### src/rtl/execute_flag_cond_pkg.sv
`default_nettype none
// ============================================================================
// Module : execute_flag_cond_pkg
// Brief  : Shared execute-stage definitions: condition-code encodings,
//          flag bit positions and flag vector width.
// Rev    : 1.0  initial release
// ============================================================================
package execute_flag_cond_pkg;

   localparam int FLAG_W = 5;
   localparam int CC_W   = 4;

   // Bit positions inside the {SF,OF,CF,PF,ZF} flag vector
   localparam int FLAG_SF = 4;
   localparam int FLAG_OF = 3;
   localparam int FLAG_CF = 2;
   localparam int FLAG_PF = 1;
   localparam int FLAG_ZF = 0;

   typedef logic [FLAG_W-1:0] flags_t;

   typedef enum logic [CC_W-1:0] {
      CC_AL = 4'h0,
      CC_EQ = 4'h1,
      CC_NE = 4'h2,
      CC_MI = 4'h3,
      CC_PL = 4'h4,
      CC_PS = 4'h5,
      CC_PC = 4'h6,
      CC_OV = 4'h7,
      CC_NO = 4'h8,
      CC_CS = 4'h9,
      CC_CC = 4'hA,
      CC_GT = 4'hB,
      CC_GE = 4'hC,
      CC_LT = 4'hD,
      CC_LE = 4'hE,
      CC_NV = 4'hF
   } cc_e;

endpackage
`default_nettype wire

### src/rtl/execute_flag_cond_if.sv
`default_nettype none
// ============================================================================
// Module : execute_flag_cond_if
// Brief  : Stage bundle between the execute units, the flag/condition stage
//          and writeback. The slave side is the stage itself.
// Rev    : 1.0  initial release
// ============================================================================
interface execute_flag_cond_if
   import execute_flag_cond_pkg::*;
#(
   parameter int P_N = 32
);
   logic             iEVENT_FLUSH;
   logic             iRESTORE_VALID;
   flags_t           iRESTORE_FLAGS;
   logic             iPREVIOUS_VALID;
   logic             oPREVIOUS_LOCK;
   logic [P_N-1:0]   iPREVIOUS_DATA;
   logic             iPREVIOUS_FLAGS_WRITE;
   flags_t           iPREVIOUS_FLAGS;
   logic             iPREVIOUS_CC_CHECK;
   logic [CC_W-1:0]  iPREVIOUS_CC;
   logic             oNEXT_VALID;
   logic             iNEXT_LOCK;
   logic [P_N-1:0]   oNEXT_DATA;
   logic             oNEXT_CC_TRUE;
   flags_t           oFLAGS;

   modport slave (
      input  iEVENT_FLUSH, iRESTORE_VALID, iRESTORE_FLAGS,
      input  iPREVIOUS_VALID, iPREVIOUS_DATA, iPREVIOUS_FLAGS_WRITE,
      input  iPREVIOUS_FLAGS, iPREVIOUS_CC_CHECK, iPREVIOUS_CC, iNEXT_LOCK,
      output oPREVIOUS_LOCK, oNEXT_VALID, oNEXT_DATA, oNEXT_CC_TRUE, oFLAGS
   );

   modport master (
      output iEVENT_FLUSH, iRESTORE_VALID, iRESTORE_FLAGS,
      output iPREVIOUS_VALID, iPREVIOUS_DATA, iPREVIOUS_FLAGS_WRITE,
      output iPREVIOUS_FLAGS, iPREVIOUS_CC_CHECK, iPREVIOUS_CC, iNEXT_LOCK,
      input  oPREVIOUS_LOCK, oNEXT_VALID, oNEXT_DATA, oNEXT_CC_TRUE, oFLAGS
   );

endinterface
`default_nettype wire

### src/rtl/execute_flag_cond_eval.sv
`default_nettype none
// ============================================================================
// Module : execute_flag_cond_eval
// Brief  : Combinational condition-code evaluator against a flag vector.
//          Kept standalone so the branch unit can reuse it.
// Rev    : 1.0  initial release
// ============================================================================
module execute_flag_cond_eval
   import execute_flag_cond_pkg::*;
(
   input  wire logic [CC_W-1:0] cc,
   input  wire flags_t          flags,
   output logic                 true
);

   logic w_s, w_o, w_c, w_p, w_z;

   assign w_s = flags[FLAG_SF];
   assign w_o = flags[FLAG_OF];
   assign w_c = flags[FLAG_CF];
   assign w_p = flags[FLAG_PF];
   assign w_z = flags[FLAG_ZF];

   // Decode the condition code into a single pass/fail bit
   always_comb begin
      true = 1'b0;
      case (cc)
         CC_AL: true = 1'b1;
         CC_EQ: true = w_z;
         CC_NE: true = !w_z;
         CC_MI: true = w_s;
         CC_PL: true = !w_s;
         CC_PS: true = w_p;
         CC_PC: true = !w_p;
         CC_OV: true = w_o;
         CC_NO: true = !w_o;
         CC_CS: true = w_c;
         CC_CC: true = !w_c;
         CC_GT: true = !w_z && (w_s == w_o);
         CC_GE: true = (w_s == w_o);
         CC_LT: true = (w_s != w_o);
         CC_LE: true = w_z || (w_s != w_o);
         CC_NV: true = 1'b0;
         default: true = 1'b0;
      endcase
   end

endmodule
`default_nettype wire

### src/rtl/execute_flag_cond.sv
`default_nettype none
// ============================================================================
// Module : execute_flag_cond
// Brief  : Execute-to-writeback pipeline stage that owns the architectural
//          flags. Evaluates condition codes against forwarded flags,
//          predicates flag writes and commits flags when an instruction
//          leaves the stage.
// Rev    : 1.0  initial release
// ============================================================================
module execute_flag_cond
   import execute_flag_cond_pkg::*;
#(
   parameter int P_N = 32
)(
   input  wire logic          iCLOCK,
   input  wire logic          inRESET,
   execute_flag_cond_if.slave bus
);

   logic             r_valid;
   logic [P_N-1:0]   r_data;
   logic             r_cc_true;
   flags_t           r_pend_flags;
   logic             r_pend_wr;
   flags_t           r_flags;

   logic             w_lock;
   logic             w_accept;
   logic             w_transfer;
   flags_t           w_eff_flags;
   logic             w_cond;
   logic             w_cc_true;

   assign w_lock     = r_valid && bus.iNEXT_LOCK;
   assign w_accept   = bus.iPREVIOUS_VALID && !w_lock && !bus.iEVENT_FLUSH;
   assign w_transfer = r_valid && !bus.iNEXT_LOCK;

   // A flag write still sitting in the stage is forwarded so a dependent
   // conditional instruction right behind it needs no bubble.
   assign w_eff_flags = (r_valid && r_pend_wr) ? r_pend_flags : r_flags;

   execute_flag_cond_eval u_eval (
      .cc    (bus.iPREVIOUS_CC),
      .flags (w_eff_flags),
      .true  (w_cond)
   );

   assign w_cc_true = !bus.iPREVIOUS_CC_CHECK || w_cond;

   // Stage register: flush drops contents, accept loads, lone transfer empties
   always_ff @(posedge iCLOCK or negedge inRESET) begin
      if (!inRESET) begin
         r_valid      <= 1'b0;
         r_data       <= '0;
         r_cc_true    <= 1'b0;
         r_pend_flags <= '0;
         r_pend_wr    <= 1'b0;
      end else if (bus.iEVENT_FLUSH) begin
         r_valid   <= 1'b0;
         r_pend_wr <= 1'b0;
      end else if (w_accept) begin
         r_valid      <= 1'b1;
         r_data       <= bus.iPREVIOUS_DATA;
         r_cc_true    <= w_cc_true;
         r_pend_flags <= bus.iPREVIOUS_FLAGS;
         r_pend_wr    <= bus.iPREVIOUS_FLAGS_WRITE && w_cc_true;
      end else if (w_transfer) begin
         r_valid   <= 1'b0;
         r_pend_wr <= 1'b0;
      end
   end

   // Architectural flags: restore wins, flush suppresses the pending commit
   always_ff @(posedge iCLOCK or negedge inRESET) begin
      if (!inRESET) begin
         r_flags <= '0;
      end else if (bus.iRESTORE_VALID) begin
         r_flags <= bus.iRESTORE_FLAGS;
      end else if (!bus.iEVENT_FLUSH && w_transfer && r_pend_wr) begin
         r_flags <= r_pend_flags;
      end
   end

   assign bus.oPREVIOUS_LOCK = w_lock;
   assign bus.oNEXT_VALID    = r_valid;
   assign bus.oNEXT_DATA     = r_data;
   assign bus.oNEXT_CC_TRUE  = r_cc_true;
   assign bus.oFLAGS         = r_flags;

endmodule
`default_nettype wire

### src/flat_wrapper.sv
// flat-port wrapper written by rule: the top's interface ports become plain ports
module execute_flag_cond_flat import execute_flag_cond_pkg::*;
#(
   parameter int P_N = 32
)
  (iCLOCK, inRESET, bus_iEVENT_FLUSH, bus_iRESTORE_VALID, bus_iRESTORE_FLAGS, bus_iPREVIOUS_VALID, bus_iPREVIOUS_DATA, bus_iPREVIOUS_FLAGS_WRITE, bus_iPREVIOUS_FLAGS, bus_iPREVIOUS_CC_CHECK, bus_iPREVIOUS_CC, bus_iNEXT_LOCK, bus_oPREVIOUS_LOCK, bus_oNEXT_VALID, bus_oNEXT_DATA, bus_oNEXT_CC_TRUE, bus_oFLAGS);
  execute_flag_cond_if #(.P_N(P_N)) bus_i ();
  input  wire logic iCLOCK;
  input  wire logic inRESET;
  input wire logic [$bits(bus_i.iEVENT_FLUSH)-1:0] bus_iEVENT_FLUSH;
  input wire logic [$bits(bus_i.iRESTORE_VALID)-1:0] bus_iRESTORE_VALID;
  input wire logic [$bits(bus_i.iRESTORE_FLAGS)-1:0] bus_iRESTORE_FLAGS;
  input wire logic [$bits(bus_i.iPREVIOUS_VALID)-1:0] bus_iPREVIOUS_VALID;
  input wire logic [$bits(bus_i.iPREVIOUS_DATA)-1:0] bus_iPREVIOUS_DATA;
  input wire logic [$bits(bus_i.iPREVIOUS_FLAGS_WRITE)-1:0] bus_iPREVIOUS_FLAGS_WRITE;
  input wire logic [$bits(bus_i.iPREVIOUS_FLAGS)-1:0] bus_iPREVIOUS_FLAGS;
  input wire logic [$bits(bus_i.iPREVIOUS_CC_CHECK)-1:0] bus_iPREVIOUS_CC_CHECK;
  input wire logic [$bits(bus_i.iPREVIOUS_CC)-1:0] bus_iPREVIOUS_CC;
  input wire logic [$bits(bus_i.iNEXT_LOCK)-1:0] bus_iNEXT_LOCK;
  output wire logic [$bits(bus_i.oPREVIOUS_LOCK)-1:0] bus_oPREVIOUS_LOCK;
  output wire logic [$bits(bus_i.oNEXT_VALID)-1:0] bus_oNEXT_VALID;
  output wire logic [$bits(bus_i.oNEXT_DATA)-1:0] bus_oNEXT_DATA;
  output wire logic [$bits(bus_i.oNEXT_CC_TRUE)-1:0] bus_oNEXT_CC_TRUE;
  output wire logic [$bits(bus_i.oFLAGS)-1:0] bus_oFLAGS;
  assign bus_i.iEVENT_FLUSH = bus_iEVENT_FLUSH;
  assign bus_i.iRESTORE_VALID = bus_iRESTORE_VALID;
  assign bus_i.iRESTORE_FLAGS = bus_iRESTORE_FLAGS;
  assign bus_i.iPREVIOUS_VALID = bus_iPREVIOUS_VALID;
  assign bus_i.iPREVIOUS_DATA = bus_iPREVIOUS_DATA;
  assign bus_i.iPREVIOUS_FLAGS_WRITE = bus_iPREVIOUS_FLAGS_WRITE;
  assign bus_i.iPREVIOUS_FLAGS = bus_iPREVIOUS_FLAGS;
  assign bus_i.iPREVIOUS_CC_CHECK = bus_iPREVIOUS_CC_CHECK;
  assign bus_i.iPREVIOUS_CC = bus_iPREVIOUS_CC;
  assign bus_i.iNEXT_LOCK = bus_iNEXT_LOCK;
  assign bus_oPREVIOUS_LOCK = bus_i.oPREVIOUS_LOCK;
  assign bus_oNEXT_VALID = bus_i.oNEXT_VALID;
  assign bus_oNEXT_DATA = bus_i.oNEXT_DATA;
  assign bus_oNEXT_CC_TRUE = bus_i.oNEXT_CC_TRUE;
  assign bus_oFLAGS = bus_i.oFLAGS;
  execute_flag_cond #(.P_N(P_N)) u_core (.iCLOCK(iCLOCK), .inRESET(inRESET), .bus(bus_i));
endmodule
### config.mk
export PLATFORM = sky130hd
export DESIGN_NAME = execute_flag_cond_flat
export DESIGN_NICKNAME = d
export VERILOG_FILES = /design/src/rtl/execute_flag_cond_pkg.sv /design/src/rtl/execute_flag_cond_if.sv /design/src/rtl/execute_flag_cond_eval.sv /design/src/rtl/execute_flag_cond.sv /design/src/flat_wrapper.sv
export SDC_FILE = /design/constraint.sdc
export NUM_CORES = 1
export LEC_CHECK = 0
export ABC_AREA = 1
export BUFFER_PORTS_ARGS = -buffer_cell sky130_fd_sc_hd__buf_4
export CORE_ASPECT_RATIO = 1.5
export CORE_MARGIN = 2
export CORE_UTILIZATION = 37
export CTS_CLUSTER_SIZE = 10
export DETAILED_ROUTE_END_ITERATION = 7
export PLACE_DENSITY_LB_ADDON = 0.15
export SETUP_SLACK_MARGIN = 0.2
export SLEW_MARGIN = 15
export SYNTH_ARGS = -nofsm -noshare
export SYNTH_HDL_FRONTEND = slang
export SYNTH_HIERARCHICAL = 1
export SYNTH_SLANG_ARGS = --single-unit
### constraint.sdc
create_clock -name iCLOCK -period 2.5 [get_ports iCLOCK]
set_clock_uncertainty 0.1 [all_clocks]
set_input_delay 0.125 -clock iCLOCK [delete_from_list [all_inputs] [get_ports iCLOCK]]
set_output_delay 0.125 -clock iCLOCK [all_outputs]
set_load 0.005 [all_outputs]
==> run metrics <==
outcome=finished clean; Port Buf Inserts=93; Worst Tran Pin Value=574 ps; unrepaired setup endpoints after global routing=false; R2R cell count=14; worst-skew pair later-pin latency=290 ps; largest net degree at the start of global routing=46; Syn Inst Count=276; FF-to-FF Start=u_core/bus.oNEXT_VALID; Static Leak=1.87 nW; Worst Setup Start Kind=register; CTS Root Cell=clkbuf_8; Antenna Nets Post-Route=0; Reg2Reg Setup Slack=540 ps; CP Buf/Inv Count=3; vias in the first global route=2,066; H-tree depth=2; Max FO, Critical Path=11; Total Wirelength=5550 µm; CP Data Arrival Time=2100 ps; area added between synthesis and finish=59.7%; Net count, final=464; CP Class=register to register; vias=2,137; crit path cell chain=nand2_1, o21ai_0, inv_1, nand2_1, nand2_1, nand2_1, nand2_1, inv_1, nor2_1, nand3_1, inv_1, a21boi_0, nand2_1, nand2_1; worst rel slew slack=61.7%; via density per instance=4.44; FF-to-FF End=u_core/r_pend_wr; type of the tightest min-delay check=input port to register; ANT cells=0; Final GP Congestion=0.784; CTS tree=yes; sequential area share after synthesis=53.3%; grt ovf=0; yosys warns=6; Pins Over Slew Limit=0; clk sinks=45; share of layout cells above drive strength 1=26.5%; endpoints failing setup=0; Die X-Extent=65.7 µm; critical path depth=14; first-pass GRT wire length=8970 µm; Critical Path RT=2640 ps; wire per inst=11.5 µm; dpl hpwl=3840 µm; Clock Pin Slew Worst Setup and Hold Paths=90 ps; initial DRC count=75; Worst Setup EP=u_core/r_pend_wr; filler cell count in the final layout=505; Synth area leaders=dfrtp_1 53%, nand2_1 28%, o21ai_0 3.8%; initial antenna violation count=0; effective utilization at floorplan=38.4%; Fmax=509 MHz; CP top delay family=simple AND/OR/NAND/NOR gates; full die area=0.00634 mm²; Syn Nets=330; Yosys cell types=17; cell area after synthesis=0.00211 mm²; Yosys top cell by area=dfrtp_1; First-pass DRT Iterations=4; Avg Cell Area, Syn=7.65 µm²; cell seen most often among critical-path stages=nand2_1; Fin. Hold Viols=0; Cell Area, Placed=0.00285 mm²; IO Count=94; crit path capture type=register; Slowest-stage cell, CP=dfrtp_1; pwr/cell area=576 mW/mm²; period utilisation layout=78.6%; max-capacitance violation count=0; CTS max path bufs=2; TritonCTS Buffers=5; post-synth top area share=53.3%; Die Y=96.5 µm; crit path time final=1960 ps; worst setup path startpoint=u_core/bus.oNEXT_VALID; number of synthesized register bits=45; Peak VDD IR=0.422 mV; GRT Total Usage=18.3%; Fin Setup TNS=0 ps; Final Cell Area=0.00337 mm²; CP max stage delay=390 ps; Core Region=0.00549 mm²; cell row count=33; DRC violations left=0
==> cell usage in the layout (no fill, tap or decap), drive strengths merged <==
cell type	Yosys	routed
dlygate4sd3	0	41
nand3b	1	1
nand2	156	156
nand3	15	15
nand4	2	2
buf	7	95
a21boi	1	1
dfrtp	45	45
bufinv	0	1
nor2	9	9
inv	21	21
o21ai	17	17
clkbuf	2	6
clkinv	0	1
==> logic make-up (layout without fill, tap and decap cells) <==
group                  after synthesis  after routing  share of synthesized area, %
buffers and inverters               30            165                          7.29
flip-flops                          45             45                          53.3
AND/OR/NAND/NOR                    183            183                          34.8
AO/OA/AOI/OAI                       18             18                          4.56
==> flip-flops by register name, indices dropped and copies added, names as in the netlist <==
signal / cells
u_core/r_pend_flags: 5
u_core/bus.oNEXT_DATA: 32
u_core/bus.oNEXT_VALID: 1
u_core/r_pend_wr: 1
u_core/bus.oNEXT_CC_TRUE: 1
u_core/bus.oFLAGS: 5
==> layout make-up <==
type / instances / area, µm² / share of cell area [%]
well taps: 70 / 87.6 / 2.60
multi-input cells: 201 / 831 / 24.6
inverters: 21 / 78.8 / 2.34
clock inverters: 2 / 38.8 / 1.15
flip-flops and latches: 45 / 1130 / 33.4
repair buffers: 136 / 1140 / 33.7
clock buffers: 6 / 72.6 / 2.15
==> metrics by stage <==
step	power (mW)	util [%]	hold WS [ps]	setup slack, ps	instances
finish	1.94	61.4	38.2	536	481
global route	2.07	61.4	54.9	218	481
CTS	1.97	61.4	24.6	420	481
detailed placement	1.36	51.9	64.9	437	432
global placement	1.35	51.9	60.5	527	432
floorplan	1.09	-	-271	602	276
==> worst min-delay path by stage <==
| stage | start | to | slack (ps) | depth (start not counted) |
|---|---|---|---|---|
| floorplan | inRESET | u_core/bus.oFLAGS[0] | -270 | 0 |
| global placement | inRESET | u_core/bus.oNEXT_DATA[24] | 60 | 1 |
| detailed placement | inRESET | u_core/bus.oNEXT_DATA[24] | 60 | 1 |
| CTS | bus_iPREVIOUS_VALID | u_core/r_pend_wr | 20 | 4 |
| global route | bus_iRESTORE_FLAGS[1] | u_core/bus.oFLAGS[1] | 50 | 5 |
| finish | bus_iPREVIOUS_VALID | u_core/r_pend_wr | 40 | 4 |
==> timing repair <==
action / in CTS / in global routing
hold buffers: 41 / 0
endpoints found under the setup margin: 0 / 2
gates resized for setup: 0 / 1
buffers inserted: 0 / 0
hold endpoints to repair: 84 / 0
==> power by group <==
group          internal (mW)  switching [mW]  leakage (nW)  total, mW
Combinational          0.282           0.222          1.26      0.503
Sequential             0.832          0.0587         0.559      0.890
Clock                  0.300           0.249        0.0554      0.549
Total                   1.41           0.529          1.87       1.94
==> worst reg2reg max path, cell delays in order (launching register included) <==
cell and delay (ps):
dfrtp_1 390, nand2_1 200, o21ai_0 330, inv_1 140, nand2_1 80, nand2_1 80, nand2_1 60, nand2_1 50
inv_1 50, nor2_1 40, nand3_1 70, inv_1 50, a21boi_0 140, nand2_1 70, nand2_1 70
==> synthesized netlist by cell type <==
master,n
nand3_1,13
inv_2,2
dfrtp_1,45
nand3b_1,1
inv_1,19
o21ai_2,1
clkbuf_1,2
nor2_1,8
nand2_1,155
a21boi_0,1
nand2_2,1
nand3_2,2
o21ai_0,16
buf_6,4
buf_4,3
nor2_4,1
nand4_1,2
==> metal layers <==
| layer | vias to the layer above | track usage (%) | wire (µm) |
|---|---|---|---|
| met2 | 50 | 33.3 | 2900 |
| met3 | 2 | 3.71 | 279 |
| met1 | 979 | 21.1 | 2340 |
| met4 | 0 | 5.90 | 40 |
| met5 | - | 0 | 0 |
| li1 | 1106 | - | - |
Note: power is estimated with default switching activity, not from simulation.
